<file path="src/rtl/conv_3x3_layer_sched_if.sv">
// ---------------------------------------------------------------------------
// conv_3x3_layer_sched_if
// Groups the weight and pixel streams around the conv layer scheduler.
//   w_src_valid/w_src_data/w_src_ready : weight word from the weight reader
//   p_src_valid/p_src_data/p_src_ready : pixel word from the pixel reader
//   valid_weight_out/weight_out        : registered weight word to conv core
//   valid_pxl_out/pxl_out              : registered pixel word to loop-data
// master : scheduler side (accepts sources, drives datapath outputs)
// slave  : environment side (drives sources, observes outputs)
// ---------------------------------------------------------------------------
interface conv_3x3_layer_sched_if #(
  parameter int DATA_WIDTH = 32
) ();
  logic                  w_src_valid;
  logic [DATA_WIDTH-1:0] w_src_data;
  logic                  w_src_ready;
  logic                  p_src_valid;
  logic [DATA_WIDTH-1:0] p_src_data;
  logic                  p_src_ready;
  logic                  valid_weight_out;
  logic [DATA_WIDTH-1:0] weight_out;
  logic                  valid_pxl_out;
  logic [DATA_WIDTH-1:0] pxl_out;

  modport master (
    input  w_src_valid, w_src_data, p_src_valid, p_src_data,
    output w_src_ready, p_src_ready,
    output valid_weight_out, weight_out, valid_pxl_out, pxl_out
  );

  modport slave (
    output w_src_valid, w_src_data, p_src_valid, p_src_data,
    input  w_src_ready, p_src_ready,
    input  valid_weight_out, weight_out, valid_pxl_out, pxl_out
  );
endinterface

</file>
<file path="src/rtl/conv_3x3_layer_sched.sv">
// ---------------------------------------------------------------------------
// conv_3x3_layer_sched
// Sequences one 3x3 conv layer: for every output channel it loads that
// channel's weights into the conv core, then streams that channel's input
// pixels into the loop-data path. Adder results are counted and the layer
// completes once every expected result has come back.
// Ports:
//   clk, reset       : clock, synchronous active-low reset
//   start            : one-cycle layer start request (honoured only in IDLE)
//   stall_in         : downstream backpressure, blocks pixel acceptance
//   bus              : weight/pixel source handshakes and datapath outputs
//   valid_result_in  : one channel-adder result per asserted cycle
//   busy, done       : layer in progress / one-cycle completion pulse
//   oc_idx           : current output-channel pass
//   err              : sticky unexpected-result flag
// ---------------------------------------------------------------------------
module conv_3x3_layer_sched #(
  parameter int  DATA_WIDTH      = 32,
  parameter int  KERNEL          = 3,
  parameter int  CHANNEL_NUM_IN  = 128,
  parameter int  CHANNEL_NUM_OUT = 128,
  parameter int  IMAGE_SIZE      = 1024,
  localparam int OC_W = (CHANNEL_NUM_OUT > 1) ? $clog2(CHANNEL_NUM_OUT) : 1
) (
  input  logic                          clk,
  input  logic                          reset,
  input  logic                          start,
  input  logic                          stall_in,
  conv_3x3_layer_sched_if.master        bus,
  input  logic                          valid_result_in,
  output logic                          busy,
  output logic                          done,
  output logic [OC_W-1:0]               oc_idx,
  output logic                          err
);
  localparam int W_TERM = KERNEL * KERNEL * CHANNEL_NUM_IN;
  localparam int P_TERM = IMAGE_SIZE * CHANNEL_NUM_IN;
  localparam int R_TERM = IMAGE_SIZE * CHANNEL_NUM_OUT;
  localparam int W_CW   = $clog2(W_TERM + 1);
  localparam int P_CW   = $clog2(P_TERM + 1);
  localparam int R_CW   = $clog2(R_TERM + 1);

  typedef enum logic [2:0] {
    S_IDLE   = 3'd0,
    S_LOAD_W = 3'd1,
    S_STREAM = 3'd2,
    S_DRAIN  = 3'd3,
    S_DONE   = 3'd4
  } state_t;

  state_t                state_r, state_s;
  logic [W_CW-1:0]       w_cnt_r;
  logic [P_CW-1:0]       p_cnt_r;
  logic [R_CW-1:0]       r_cnt_r;
  logic                  valid_weight_r, valid_pxl_r;
  logic [DATA_WIDTH-1:0] weight_r, pxl_r;

  logic w_rdy_s, p_rdy_s, w_hs_s, p_hs_s, w_last_s, p_last_s, oc_last_s;
  logic r_active_s, r_full_s, r_inc_s, r_bad_s, drain_done_s;

  assign bus.w_src_ready      = w_rdy_s;
  assign bus.p_src_ready      = p_rdy_s;
  assign bus.valid_weight_out = valid_weight_r;
  assign bus.weight_out       = weight_r;
  assign bus.valid_pxl_out    = valid_pxl_r;
  assign bus.pxl_out          = pxl_r;

  // Handshake qualification and result-count bookkeeping
  always_comb begin
    w_rdy_s    = (state_r == S_LOAD_W);
    // stall_in gates ready in the same cycle since there is no skid buffer
    p_rdy_s    = (state_r == S_STREAM) && !stall_in;
    w_hs_s     = bus.w_src_valid && w_rdy_s;
    p_hs_s     = bus.p_src_valid && p_rdy_s;
    w_last_s   = (w_cnt_r == W_CW'(W_TERM - 1));
    p_last_s   = (p_cnt_r == P_CW'(P_TERM - 1));
    oc_last_s  = (oc_idx == OC_W'(CHANNEL_NUM_OUT - 1));
    // results of pass n overlap the weight load of pass n+1, so count in all busy states
    r_active_s = (state_r == S_LOAD_W) || (state_r == S_STREAM) || (state_r == S_DRAIN);
    r_full_s   = (r_cnt_r == R_CW'(R_TERM));
    r_inc_s    = valid_result_in && r_active_s && !r_full_s;
    r_bad_s    = valid_result_in && !(r_active_s && !r_full_s);
    // include this cycle's result so done follows the last result by one cycle
    drain_done_s = r_full_s || (r_inc_s && (r_cnt_r == R_CW'(R_TERM - 1)));
  end

  // Next-state selection
  always_comb begin
    state_s = state_r;
    case (state_r)
      S_IDLE: begin
        if (start) state_s = S_LOAD_W;
        else       state_s = S_IDLE;
      end
      S_LOAD_W: begin
        if (w_hs_s && w_last_s) state_s = S_STREAM;
        else                    state_s = S_LOAD_W;
      end
      S_STREAM: begin
        if (p_hs_s && p_last_s) state_s = oc_last_s ? S_DRAIN : S_LOAD_W;
        else                    state_s = S_STREAM;
      end
      S_DRAIN: begin
        if (drain_done_s) state_s = S_DONE;
        else              state_s = S_DRAIN;
      end
      S_DONE:  state_s = S_IDLE;
      default: state_s = S_IDLE;
    endcase
  end

  // State, counters, status flags and registered datapath outputs
  always_ff @(posedge clk) begin
    if (!reset) begin
      state_r        <= S_IDLE;
      w_cnt_r        <= '0;
      p_cnt_r        <= '0;
      r_cnt_r        <= '0;
      oc_idx         <= '0;
      busy           <= 1'b0;
      done           <= 1'b0;
      err            <= 1'b0;
      valid_weight_r <= 1'b0;
      valid_pxl_r    <= 1'b0;
      weight_r       <= '0;
      pxl_r          <= '0;
    end else begin
      state_r <= state_s;

      if (w_hs_s) w_cnt_r <= w_last_s ? '0 : w_cnt_r + W_CW'(1);
      if (p_hs_s) p_cnt_r <= p_last_s ? '0 : p_cnt_r + P_CW'(1);

      if (state_r == S_IDLE && start)             oc_idx <= '0;
      else if (p_hs_s && p_last_s && !oc_last_s)  oc_idx <= oc_idx + OC_W'(1);

      if (state_r == S_DONE) r_cnt_r <= '0;
      else if (r_inc_s)      r_cnt_r <= r_cnt_r + R_CW'(1);

      err  <= err | r_bad_s;
      busy <= (state_s == S_LOAD_W) || (state_s == S_STREAM) || (state_s == S_DRAIN);
      done <= (state_s == S_DONE);

      valid_weight_r <= w_hs_s;
      valid_pxl_r    <= p_hs_s;
      if (w_hs_s) weight_r <= bus.w_src_data;
      if (p_hs_s) pxl_r    <= bus.p_src_data;
    end
  end
endmodule

</file>
<file path="src/flat_wrapper.sv">
// flat-port wrapper written by rule: the top's interface ports become plain ports
module conv_3x3_layer_sched_flat 
#(
  parameter int  DATA_WIDTH      = 32,
  parameter int  KERNEL          = 3,
  parameter int  CHANNEL_NUM_IN  = 128,
  parameter int  CHANNEL_NUM_OUT = 128,
  parameter int  IMAGE_SIZE      = 1024,
  localparam int OC_W = (CHANNEL_NUM_OUT > 1) ? $clog2(CHANNEL_NUM_OUT) : 1
)
  (clk, reset, start, stall_in, valid_result_in, busy, done, oc_idx, err, bus_w_src_valid, bus_w_src_data, bus_p_src_valid, bus_p_src_data, bus_w_src_ready, bus_p_src_ready, bus_valid_weight_out, bus_weight_out, bus_valid_pxl_out, bus_pxl_out);
  conv_3x3_layer_sched_if #(.DATA_WIDTH(DATA_WIDTH)) bus_i ();
  input  logic clk;
  input  logic reset;
  input  logic start;
  input  logic stall_in;
  input  logic valid_result_in;
  output logic busy;
  output logic done;
  output logic [OC_W-1:0] oc_idx;
  output logic err;
  input wire logic [$bits(bus_i.w_src_valid)-1:0] bus_w_src_valid;
  input wire logic [$bits(bus_i.w_src_data)-1:0] bus_w_src_data;
  input wire logic [$bits(bus_i.p_src_valid)-1:0] bus_p_src_valid;
  input wire logic [$bits(bus_i.p_src_data)-1:0] bus_p_src_data;
  output wire logic [$bits(bus_i.w_src_ready)-1:0] bus_w_src_ready;
  output wire logic [$bits(bus_i.p_src_ready)-1:0] bus_p_src_ready;
  output wire logic [$bits(bus_i.valid_weight_out)-1:0] bus_valid_weight_out;
  output wire logic [$bits(bus_i.weight_out)-1:0] bus_weight_out;
  output wire logic [$bits(bus_i.valid_pxl_out)-1:0] bus_valid_pxl_out;
  output wire logic [$bits(bus_i.pxl_out)-1:0] bus_pxl_out;
  assign bus_i.w_src_valid = bus_w_src_valid;
  assign bus_i.w_src_data = bus_w_src_data;
  assign bus_i.p_src_valid = bus_p_src_valid;
  assign bus_i.p_src_data = bus_p_src_data;
  assign bus_w_src_ready = bus_i.w_src_ready;
  assign bus_p_src_ready = bus_i.p_src_ready;
  assign bus_valid_weight_out = bus_i.valid_weight_out;
  assign bus_weight_out = bus_i.weight_out;
  assign bus_valid_pxl_out = bus_i.valid_pxl_out;
  assign bus_pxl_out = bus_i.pxl_out;
  conv_3x3_layer_sched #(.DATA_WIDTH(DATA_WIDTH), .KERNEL(KERNEL), .CHANNEL_NUM_IN(CHANNEL_NUM_IN), .CHANNEL_NUM_OUT(CHANNEL_NUM_OUT), .IMAGE_SIZE(IMAGE_SIZE)) u_core (.clk(clk), .reset(reset), .start(start), .stall_in(stall_in), .bus(bus_i), .valid_result_in(valid_result_in), .busy(busy), .done(done), .oc_idx(oc_idx), .err(err));
endmodule
</file>
<file path="config.mk">
export PLATFORM = sky130hd
export DESIGN_NAME = conv_3x3_layer_sched_flat
export DESIGN_NICKNAME = d
export VERILOG_FILES = /design/src/rtl/conv_3x3_layer_sched_if.sv /design/src/rtl/conv_3x3_layer_sched.sv /design/src/flat_wrapper.sv
export SDC_FILE = /design/constraint.sdc
export NUM_CORES = 1
export LEC_CHECK = 0
export BUFFER_PORTS_ARGS = -buffer_cell sky130_fd_sc_hd__buf_2
export CORE_MARGIN = 2
export CORE_UTILIZATION = 46
export CTS_CLUSTER_SIZE = 16
export DETAILED_ROUTE_END_ITERATION = 10
export GPL_TIMING_DRIVEN = 0
export PLACE_DENSITY = 0.75
export SKIP_LAST_GASP = 1
export SLEW_MARGIN = 40
export SYNTH_ARGS = -nofsm -noshare
export SYNTH_HDL_FRONTEND = slang
export SYNTH_SLANG_ARGS = --single-unit
</file>
<file path="constraint.sdc">
create_clock -name clk -period 1.92 [get_ports clk]
set_input_delay 0 -clock clk [delete_from_list [all_inputs] [get_ports clk]]
set_output_delay 0 -clock clk [all_outputs]
set_load 0.05 [all_outputs]
</file>
==> results.md <==
* Fin crit share at 99.46%
* I/O pins at 149
* Tightest Pin Transition at 0.7400 ns
* WP data arrival at 2.31 ns
* Register area share after synthesis at 49.77%
* IO buf count at 147
* Initial antenna violation count at 0
* Minimum clock period at 1.910 ns
* Post-route worst setup slack at 0.01045 ns
* Hold wc startpoint: stall_in
* WL/cell at 14.43 um
* Synth top area share at 49.77%
* R2r endpoint: u_core.p_cnt_r[11]
* Largest cells by area after synthesis: dfxtp_1, nand2_1, a21oi_1
* P&R area growth vs syn at 49.89%
* Avg Cell Area, Syn at 8.420 um^2
* CTS sink count at 126
* GRT Util Overall at 24.15%
* Max-cap violations at 0
* LEAKAGE at 3.183 nW
* Ys flop type: dfxtp_1
* Antenna cells at 0
* Status: finished, final reports clean
* Dpl hpwl at 8903 um
* R2r setup slk at 0.01 ns
* Avg Vias per Cell at 5.052
* DRC Markers at 0
* Hold WS at 0.2489 ns
* Multi-input combinational cell area at 0.002507 mm^2
* Detailed Routing Iterations Pass 1 at 4
* Crit path kind: register to register
* Synth Instances at 602
* Worst hold path type: primary input to register
* Max Buffers Root-to-Sink at 2
* Grt total ovfl at 0
* Fmax at 523.7 MHz
* Final ANT Viol Nets at 0
* Clock-pin slew on the worst setup and hold paths at 0.05 ns
* Initial DRC Count at 228
* Worst slack at placement at -0.1383 ns
* Post-synth top cells: nand2_1, dfxtp_1, a21oi_1, nor2_1, clkbuf_1
* CP Launch Point: u_core.p_cnt_r[12]
* RR Startpoint: u_core.p_cnt_r[12]
* Final Total Pwr at 6.398 mW
* Crit path launch type: register
* Initial Util at 46.96%
* Fillers at 794
* VDD IR-drop max at 0.0007272 V
* Clock Tree Root: clkbuf_8
* Layout cell share with drive strength beyond 1 at 28.52%
* Synth async-reset ratio at 0%
* Relative max-transition margin at 50.13%
* Netlist cell types at 50
* Power Dens Cells at 842.1 mW/mm^2
* Worst-Skew Late Latency at 0.52 ns
* Die width at 109.0 um
* Cell row count at 38
* TritonCTS Buffers at 17
* First-pass GRT wire length at 22,450 um
* Die Span Y at 109.0 um
* Yosys Warn Count at 0
* Die area at 0.01187 mm^2
* Drt total wl at 14,510 um
* Seq cells post-synth at 126
* Crit. End Element: register
* Req. time, crit path at 2.33 ns
* Utilization after layout at 70.39%
* Vias in the first global route at 5,032
* Number of flops mapped to enable cells by yosys at 0
* Max Slew Vio Count at 0
* Via count at 5,082
* Worst Reg-to-Reg Cells at 6
* Most numerous cell in the Yosys netlist: nand2_1
* Final Wtd Congestion at 0.8127
* Syn_nets at 678
* Cell Area, Synth at 0.005069 mm^2
* H-tree levels at 4
* Critical Path Fanout Max at 10
* # nets final at 932
* Area of the core at 0.01079 mm^2
* Final Hold Vio Count at 0
* CTS tree: done
* Largest net degree at the start of global routing at 17
* Area leader, netlist: dfxtp_1
* Worst Setup EP: u_core.p_cnt_r[11]
* Clk_skew at 0.008462 ns
* Setup repair after global routing missed its margin: true
* Final Setup Violations at 0
* Sequential cell area at 0.002539 mm^2
==> area by class of cell <==
cell class	instances	area share (%)
Clock inverter	7	1.449
Clock buffer	22	6.357
Tap cell	140	2.306
Timing Repair Buffer	236	21.01
Inverter	10	0.4941
Buffer	28	1.960
Multi-Input combinational cell	437	33.00
Sequential cell	126	33.42
==> flip-flops by register name, indices dropped and copies added, names as in the netlist <==
| register | flops |
|---|---|
| u_core.bus.pxl_out | 32 |
| u_core.bus.valid_pxl_out | 1 |
| u_core.bus.valid_weight_out | 1 |
| u_core.bus.weight_out | 32 |
| u_core.busy | 1 |
| u_core.done | 1 |
| u_core.err | 1 |
| u_core.oc_idx | 7 |
| u_core.p_cnt_r | 18 |
| u_core.r_cnt_r | 18 |
| u_core.state_r | 3 |
| u_core.w_cnt_r | 11 |
==> where the power goes <==
group,internal [mW],switching (mW)
clock network,2.12,1.08
logic,0.229,0.299
registers,2.65,0.0205
==> metrics by stage <==
stage / setup TNS (ns) / cells / area (um^2)
floorplan: -5.197 / 602 / 5085
global placement: -2.685 / 889 / 5996
detailed placement: -3.263 / 889 / 6010
CTS: 0 / 994 / 7422
global route: -0.5684 / 1006 / 7597
finish: 0 / 1006 / 7597
==> critical path: stages (launching register included) <==
cell     delay (ns)
dfxtp_1        0.42
nand4_1        0.21
or2_2          0.43
or3_4          0.43
nand2_4        0.12
buf_12         0.13
nor2_1         0.05
==> placed cells by master (no fill, tap or decap), types with 3 or more instances in the layout <==
| cell | instances |
|---|---|
| or3_1 | 3 |
| a21oi_1 | 71 |
| nand2_1 | 152 |
| clkbuf_8 | 6 |
| inv_1 | 8 |
| nor4b_4 | 3 |
| clkbuf_2 | 6 |
| xor2_1 | 23 |
| clkinv_2 | 4 |
| dlygate4sd3_1 | 72 |
| xnor2_1 | 21 |
| ha_1 | 3 |
| and2_1 | 3 |
| o21ai_0 | 5 |
| nor2_1 | 62 |
| nor4_2 | 4 |
| dfxtp_2 | 7 |
| nor3_1 | 6 |
| nand3_1 | 12 |
| nand4_1 | 14 |
| buf_4 | 16 |
| bufinv_16 | 3 |
| and3_1 | 8 |
| dfxtp_1 | 117 |
| clkbuf_1 | 16 |
| clkbuf_16 | 16 |
| buf_2 | 148 |
==> routing by layer <==
metal | share of wire (%) | wire length, um | vias up | global-route usage, %
met2 | 52 | 7608 | 148 | 42.06
met1 | 41 | 5902 | 2381 | 26.96
met3 | 4.7 | 677 | 34 | 7.472
met5 | 0 | 0 | - | 0
li1 | - | - | 2519 | -
met4 | 2.2 | 326 | 0 | 10.81
==> how the worst min path moves through the flow <==
stage	end	slack (ns)	depth (start not counted)
after floorplan	bus_p_src_ready	0.08	1
after global placement	u_core.bus.pxl_out[20]	0.24	3
after detailed placement	u_core.bus.pxl_out[4]	0.25	3
after CTS	u_core.state_r[2]	0.02	4
after global routing	u_core.bus.weight_out[29]	0.25	4
final	u_core.bus.pxl_out[1]	0.25	7
==> logic make-up after synthesis <==
| kind of cell | share of synthesized area, % |
|---|---|
| AOI/OAI and AO/OA | 10.02 |
| xor gates and xnor gates | 7.603 |
| adders and majority gates | 1.234 |
| buffers and inverters | 3.333 |
| DFF | 49.77 |
| muxes | 0.6171 |
| and+or+nand+nor | 27.43 |
==> timing repair <==
item | CTS | global route
hold buffers | 72 | 1
setup buffers | 5 | 12
endpoints found under the hold margin | 77 | 7
cloned | 0 | 0
endpoints found under the setup margin | 61 | 56
gates resized for setup | 17 | 25
pin swaps | 5 | 6
Note: power is estimated with default switching activity, not from simulation.
